--- src/rtl/serial_arith_pkg.sv ---
// rtl/serial_arith_pkg.sv - shared definitions for the serial arithmetic units
// Purpose: the state encoding and default width used by the serial adder and
// subtractor.
// Contents: state_t (IDLE/SUB/DONE), DEFAULT_WIDTH.
package serial_arith_pkg;

  localparam int DEFAULT_WIDTH = 8;

  // Encoding 2'd3 is unused; the FSMs treat it as a return-to-IDLE.
  typedef enum logic [1:0] {
    IDLE = 2'd0,
    SUB  = 2'd1,
    DONE = 2'd2
  } state_t;

endpackage

--- src/rtl/full_sub.sv ---
// rtl/full_sub.sv - 1-bit combinational full subtractor
// Purpose: computes one difference bit and the borrow into the next bit.
// Ports:
//   a    : minuend bit
//   b    : subtrahend bit
//   bin  : borrow in
//   d    : difference bit, a ^ b ^ bin
//   bout : borrow out
module full_sub (
  input  logic a,
  input  logic b,
  input  logic bin,
  output logic d,
  output logic bout
);

  assign d    = a ^ b ^ bin;
  // Borrow when the subtrahend bit beats the minuend bit, or when they are
  // equal and an incoming borrow ripples through.
  assign bout = (~a & b) | (~(a ^ b) & bin);

endmodule

--- src/rtl/sub_serial.sv ---
// rtl/sub_serial.sv - bit-serial unsigned subtractor, LSB first
// Purpose: captures a and b on a start request and computes a - b one bit per
// clock through a single full_sub cell and a registered borrow.
// Ports:
//   clk        : rising-edge clock
//   rst        : asynchronous active-high reset
//   en         : start request in IDLE, acknowledge/return in DONE
//   a, b       : operands, sampled only on the start edge
//   out        : difference (a - b) mod 2^WIDTH, valid while done is high
//   borrow_out : final borrow, 1 iff a < b
//   done       : high while the result is held
module sub_serial
  import serial_arith_pkg::*;
#(
  parameter int WIDTH = DEFAULT_WIDTH
) (
  input  logic             clk,
  input  logic             rst,
  input  logic             en,
  input  logic [WIDTH-1:0] a,
  input  logic [WIDTH-1:0] b,
  output logic [WIDTH-1:0] out,
  output logic             borrow_out,
  output logic             done
);

  localparam int CW = $clog2(WIDTH);
  localparam logic [CW-1:0] LAST = CW'(WIDTH - 1);

  state_t           state;
  logic [WIDTH-1:0] a_reg;
  logic [WIDTH-1:0] b_reg;
  logic             borrow;
  logic [CW-1:0]    count;
  logic             d;
  logic             borrow_next;

  full_sub u_cell (
    .a    (a_reg[0]),
    .b    (b_reg[0]),
    .bin  (borrow),
    .d    (d),
    .bout (borrow_next)
  );

  always_ff @(posedge clk or posedge rst) begin
    if (rst) begin
      state  <= IDLE;
      a_reg  <= '0;
      b_reg  <= '0;
      borrow <= 1'b0;
      count  <= '0;
      out    <= '0;
    end else begin
      case (state)
        IDLE: begin
          if (en) begin
            a_reg  <= a;
            b_reg  <= b;
            out    <= '0;
            borrow <= 1'b0;
            count  <= '0;
            state  <= SUB;
          end
        end
        SUB: begin
          // Result bits enter at the MSB and shift down, so after WIDTH
          // steps bit 0 of the difference sits at out[0].
          out    <= {d, out[WIDTH-1:1]};
          borrow <= borrow_next;
          a_reg  <= a_reg >> 1;
          b_reg  <= b_reg >> 1;
          count  <= count + 1'b1;
          if (count == LAST) state <= DONE;
        end
        DONE: begin
          // Returning to IDLE is not a start; en must be seen again in IDLE.
          if (en) state <= IDLE;
        end
        default: state <= IDLE;
      endcase
    end
  end

  assign borrow_out = borrow;
  assign done       = (state == DONE);

endmodule
--- config.mk ---
export PLATFORM = sky130hd
export DESIGN_NAME = sub_serial
export DESIGN_NICKNAME = d
export VERILOG_FILES = /design/src/rtl/serial_arith_pkg.sv /design/src/rtl/full_sub.sv /design/src/rtl/sub_serial.sv
export SDC_FILE = /design/constraint.sdc
export NUM_CORES = 1
export LEC_CHECK = 0
export ABC_AREA = 1
export CAP_MARGIN = 20
export CELL_PAD_IN_SITES_DETAIL_PLACEMENT = 0
export CELL_PAD_IN_SITES_GLOBAL_PLACEMENT = 1
export CORE_UTILIZATION = 34
export CTS_CLUSTER_SIZE = 16
export DETAILED_ROUTE_END_ITERATION = 6
export GPL_TIMING_DRIVEN = 1
export PLACE_DENSITY = 0.74
export SYNTH_ARGS = -nofsm -noshare
export SYNTH_HDL_FRONTEND = slang
export SYNTH_SLANG_ARGS = --single-unit
--- constraint.sdc ---
create_clock -name clk -period 1.1 [get_ports clk]
set_clock_uncertainty 0.15 [all_clocks]
set_input_delay 0.22 -clock clk [delete_from_list [all_inputs] [get_ports clk]]
set_output_delay 0.22 -clock clk [all_outputs]
set_load 0.03 [all_outputs]
======== Word-level counts from Yosys, hierarchy flattened ========
Index checks and enable logic that the tools add are counted.
word-level totals
  output and inout port bits .............. 10
  input bits .............................. 19
  flip-flop bits (word level) ............. 30
cells by class
  equal/unequal tests ..................... 6
  mux-type cells .......................... 14
  bitwise gates (word level) .............. 7
  reductions and logical operators ........ 4
  add/subtract/negate cells ............... 1
operators by type and width
  cell                 number
  $pmux 8 s2           3
  $mux 8               3
  $mux 2               3
  $ne 2x2->1 const B   3
  $pmux 2 s3           1
  $pmux 3 s2           1
  $add 3x1->3 const B  1
  $eq 3x3->1 const B   1
  $mux 3               1
  $reduce_and 3->1     1
  $and 1x1->1          2
  $eq 2x1->1 const B   1
  $eq 2x2->1 const B   1
  $logic_not 2->1      1
  $not 1->1            2
  $pmux 1 s2           1
  $reduce_and 2->1     1
  $reduce_bool 2->1    1
  $xor 1x1->1          2
  $mux 1               1
  $or 1x1->1           1

======== Logic depth before layout (Yosys ltp) ========
  word-level depth ........................ 5
  depth in mapped cells ................... 7
  gate-level depth less buffers ........... 5

======== Modules after synthesis ========
A second synthesis with hierarchy kept.
unflattened totals
  cells, all modules ...................... 193
  area total of the unflattened synthesis .. 1516.5 um2
by module, submodules not included
  module      area an instance (um2)  cells each  instances  seq. area each (um2)
  sub_serial  1485.2                  189         1          750.7
  full_sub    31.3                    4           1          0.0

======== Least setup slack after synthesis ========
No wires, ideal clock.
  path type ............................... register to output
  start point ............................. reg state[1]
  end point ............................... out done
  required time ........................... 0.730 ns
  data arrival time ....................... 1.117 ns
  slack ................................... -0.387 ns
  stages on the path, launching flop included .. 5
  path through ............................ dfrtp_1 -> inv_2 -> buf_6 -> buf_2 -> nor2_1
between the ends
  cells in the longest elaborated chain, start to end .. 1
RTL lines
  element                 line              source
  from (decl)             sub_serial.sv:30  state_t state;
  from (signal assigned)  sub_serial.sv:48  state <= IDLE;
  from (signal assigned)  sub_serial.sv:63  state <= SUB;
  from (signal assigned)  sub_serial.sv:74  if (count == LAST) state <= DONE;
  $eq 2x2->1              sub_serial.sv:86  assign done = (state == DONE);
  to (decl)               sub_serial.sv:24  output logic done
No other way between the ends.

======== Worst setup path after layout ========
Ends and elaborated chain as after synthesis.

==> flow_summary.html <==
<table>
<tr><th>Metric</th><th>Value</th></tr>
<tr><th colspan="2">Power</th></tr>
<tr><td>Maximum ir drop on the vdd rail</td><td>0.999 mV</td></tr>
<tr><td>P per Cell Area</td><td>2860 nW/um2</td></tr>
<tr><td>Comb pwr share</td><td>58.0%</td></tr>
<tr><td>Switching Fraction</td><td>40.5%</td></tr>
<tr><td>Seq pwr share</td><td>28.4%</td></tr>
<tr><td>Part of the total power dissipated in the clock network</td><td>13.6%</td></tr>
<tr><td>Overall power</td><td>0.00682 W</td></tr>
<tr><td>Internal power consumption</td><td>0.00406 W</td></tr>
<tr><td>Sw Pwr</td><td>0.00276 W</td></tr>
<tr><td>Leak pwr</td><td>1.25 nW</td></tr>
<tr><th colspan="2">CTS</th></tr>
<tr><td>CTS tree</td><td>done</td></tr>
<tr><td>Count of H-tree levels built during CTS</td><td>2</td></tr>
<tr><td>Maximum clock insertion buffer count</td><td>2</td></tr>
<tr><td>Clock sink count</td><td>30</td></tr>
<tr><td>CTS clk-pin slew, worst paths</td><td>70 ps</td></tr>
<tr><td>Worst-skew pair later-pin latency</td><td>280 ps</td></tr>
<tr><td>Root buffer selected by CTS</td><td>sky130_fd_sc_hd__clkbuf_8</td></tr>
<tr><td>Number of clock buffers inserted by TritonCTS</td><td>5</td></tr>
<tr><th colspan="2">Layout</th></tr>
<tr><td>Post-layout net count</td><td>274</td></tr>
<tr><td>Footprint of the multi-input gates</td><td>696 um2</td></tr>
<tr><td>Count of filler cells inserted in the layout</td><td>402</td></tr>
<tr><td>Final cell count without fillers</td><td>305</td></tr>
<tr><td>Share of the core filled with cells in the final layout</td><td>55.1%</td></tr>
<tr><td>Growth of design area from synthesis to finish</td><td>56.1%</td></tr>
<tr><td>Flip-flop and latch area</td><td>752 um2</td></tr>
<tr><td>Fraction of layout cells with a size suffix above 1</td><td>31.2%</td></tr>
<tr><td>Commonest non-fill, non-tap cells in the layout</td><td>59 x sky130_fd_sc_hd__nand2_1, 35 x sky130_fd_sc_hd__inv_1, 29 x sky130_fd_sc_hd__dfrtp_1</td></tr>
<tr><td>Antenna diode count</td><td>0</td></tr>
<tr><td>Leading cell type in the layout, fill and taps excluded</td><td>sky130_fd_sc_hd__nand2_1</td></tr>
<tr><th colspan="2">Placed design</th></tr>
<tr><td>PortBufs</td><td>28</td></tr>
<tr><td>Placed Instances</td><td>278</td></tr>
<tr><td>Placed wire-length estimate</td><td>2140 um</td></tr>
<tr><td>Placement Setup Slack</td><td>-431 ps</td></tr>
<tr><td>Weighted congestion at the end of routability-driven global placement</td><td>0.700</td></tr>
<tr><th colspan="2">Synth</th></tr>
<tr><td>Post-Synthesis Mean Instance Area</td><td>7.99 um2</td></tr>
<tr><td>Number of unique standard cell types used by synthesis</td><td>19</td></tr>
<tr><td>Yosys Warn Count</td><td>0</td></tr>
<tr><td>Fraction of the yosys area taken by sequential cells</td><td>49.2%</td></tr>
<tr><td>Synthesized net count</td><td>213</td></tr>
<tr><td>Synthesized instance count</td><td>191</td></tr>
<tr><td>Syn Std Cell Area</td><td>1530 um2</td></tr>
<tr><td>Yosys reg bits</td><td>30</td></tr>
<tr><th colspan="2">Critical path</th></tr>
<tr><td>CP required</td><td>730 ps</td></tr>
<tr><td>Worst setup SP type</td><td>flop</td></tr>
<tr><td>Crit path max-delay cell type</td><td>sky130_fd_sc_hd__dfrtp_1</td></tr>
<tr><td>Cell family contributing the most delay on the critical path</td><td>flip-flops</td></tr>
<tr><td>Crit path cell chain</td><td>inv_4 &gt; buf_12 &gt; nor2_4 &gt; buf_6</td></tr>
<tr><td>Peak fanout along the critical path</td><td>2</td></tr>
<tr><td>CP Class</td><td>reg -&gt; out</td></tr>
<tr><td>Slowest Stage Delay on Critical Path</td><td>390 ps</td></tr>
<tr><td>Category of the worst setup path capture point</td><td>primary output</td></tr>
<tr><td>Endpoint arrival time on the critical path</td><td>1060 ps</td></tr>
<tr><td>Worst Path Buf+Inv</td><td>3</td></tr>
<tr><th colspan="2">Die</th></tr>
<tr><td>Starting Density</td><td>35.3%</td></tr>
<tr><td>Chip height</td><td>69.0 um</td></tr>
<tr><td>Area of the core</td><td>4320 um2</td></tr>
<tr><td>Die outline width</td><td>69.0 um</td></tr>
<tr><td>DIE AREA</td><td>4760 um2</td></tr>
<tr><td>Row cnt</td><td>24</td></tr>
<tr><td>Number of top-level pins</td><td>29</td></tr>
<tr><th colspan="2">Timing</th></tr>
<tr><td>Total count of hold-check failures in the final report</td><td>0</td></tr>
<tr><td>Setup Viol. Count Final</td><td>40</td></tr>
<tr><td>Number of max-slew violations in the final report</td><td>0</td></tr>
<tr><td>Shortest period the worst path allows</td><td>1430 ps</td></tr>
<tr><td>Period Utilization, post-route</td><td>130%</td></tr>
<tr><td>PnR worst setup slack</td><td>-329 ps</td></tr>
<tr><td>Achievable Freq</td><td>700 MHz</td></tr>
<tr><td>Setup repair after global routing missed its margin</td><td>true</td></tr>
<tr><td>Pin slew with the least headroom to its limit</td><td>250 ps</td></tr>
<tr><td>Worst slew margin</td><td>83.3%</td></tr>
<tr><th colspan="2">Min path</th></tr>
<tr><td>Class of the worst hold path</td><td>in -&gt; async</td></tr>
<tr><th colspan="2">Global route</th></tr>
<tr><td>First-pass GRT wire length</td><td>6170 um</td></tr>
<tr><td>Grt ovf</td><td>0</td></tr>
<tr><td>Largest net degree at the start of global routing</td><td>31</td></tr>
<tr><td>Via count of the first global-routing pass</td><td>1316</td></tr>
<tr><td>GR Util All Layers</td><td>16.4%</td></tr>
<tr><td>Number of antenna violations at the first check in global routing</td><td>0</td></tr>
<tr><th colspan="2">Status</th></tr>
<tr><td>Status</td><td>finished, violations left</td></tr>
<tr><td>Violated checks</td><td>setup timing</td></tr>
<tr><th colspan="2">Flow run</th></tr>
<tr><td>Max Cap Violations</td><td>0</td></tr>
<tr><th colspan="2">Drt</th></tr>
<tr><td>Post-route ant nets</td><td>0</td></tr>
<tr><td>Final Routed Wirelength</td><td>3650 um</td></tr>
<tr><td>First-pass detailed-route iteration total</td><td>4</td></tr>
<tr><td>Via count</td><td>1368</td></tr>
<tr><td>Initial detailed-routing violation count</td><td>59</td></tr>
<tr><td>Number of remaining DRC errors</td><td>0</td></tr>
<tr><td>Average wire per standard cell</td><td>12.0 um</td></tr>
<tr><td>Number of vias per cell after detailed routing</td><td>4.49</td></tr>
</table>
-- logic make-up after synthesis --
| logic type | synth area share (%) |
|---|---|
| adder cells (fa/ha/maj) | 2.95 |
| flip-flops | 49.2 |
| buffers and inverters | 14.4 |
| AO/OA/AOI/OAI | 5.41 |
| AND/OR/NAND/NOR | 28.0 |
-- synthesized netlist by cell type, drive strengths merged --
cell type	number	area share, %
nand2	67	18
inv	37	9.1
dfrtp	30	49
nand3	29	9.5
o21ai	11	4.3
buf	9	5.3
nor2	3	0.90
ha	2	1.6
a21oi	1	0.57
fa	1	1.3
o31ai	1	0.49
-- repair_timing --
item | 4_1_cts | 5_1_grt
buffers inserted | 6 | 10
cloned | 2 | 1
hold buffers | 0 | 0
pin swaps | 3 | 3
endpoints found under the setup margin | 40 | 40
resized for setup | 22 | 8
-- cell type report --
class                      count  area share, %
inverter                      37           6.04
sequential                    30           31.6
timing repair buffer          60           26.6
clock inverter                 1          0.210
multi-input combinational    118           29.2
tap                           52           2.73
clock buffer                   7           3.62
-- power groups by stage --
stage	combinational, W	sequential [W]	clock [W]
after floorplan	0.00191	0.00217	0
after global placement	0.00303	0.00193	0
after detailed placement	0.00306	0.00192	0
after CTS	0.00353	0.00193	0.000947
after global routing	0.00435	0.00200	0.00101
final	0.00396	0.00194	0.000925
-- final timing paths --
check                         start  depth (start not counted)          to  slack [ps]
setup / recovery           state[1]                          4        done        -330
hold / removal                  rst                          3  borrow_out         120
setup reg to reg           state[0]                          6    b_reg[7]        -330
hold reg to reg            b_reg[1]                          2    b_reg[1]         330
max in group asynchronous       rst                          3    state[0]         510
min in group clk           b_reg[1]                          2    b_reg[1]         330
-- per-layer routing --
metal  share of wire (%)  global-route usage [%]  up-vias
met1                  46                    23.4      628
li1                    -                       -      701
met5                   0                       0        -
met2                  46                    24.4       34
met4                 1.1                    6.80        0
met3                 6.4                    3.36        5
-- stage by stage --
step / setup TNS, ps / cell area [um2] / hold slack (ps)
after floorplan: -2320 / 1620 / 161
after global placement: -11350 / 2000 / 307
after detailed placement: -11860 / 2000 / 308
after CTS: -7770 / 2250 / 126
after global routing: -11660 / 2380 / 156
final: -9300 / 2380 / 117
-- worst min-delay path, delay by kind of cell --
kind	cells	cell delay, ps
buffers and inverters	3	680
Note: power is estimated with default switching activity, not from simulation.
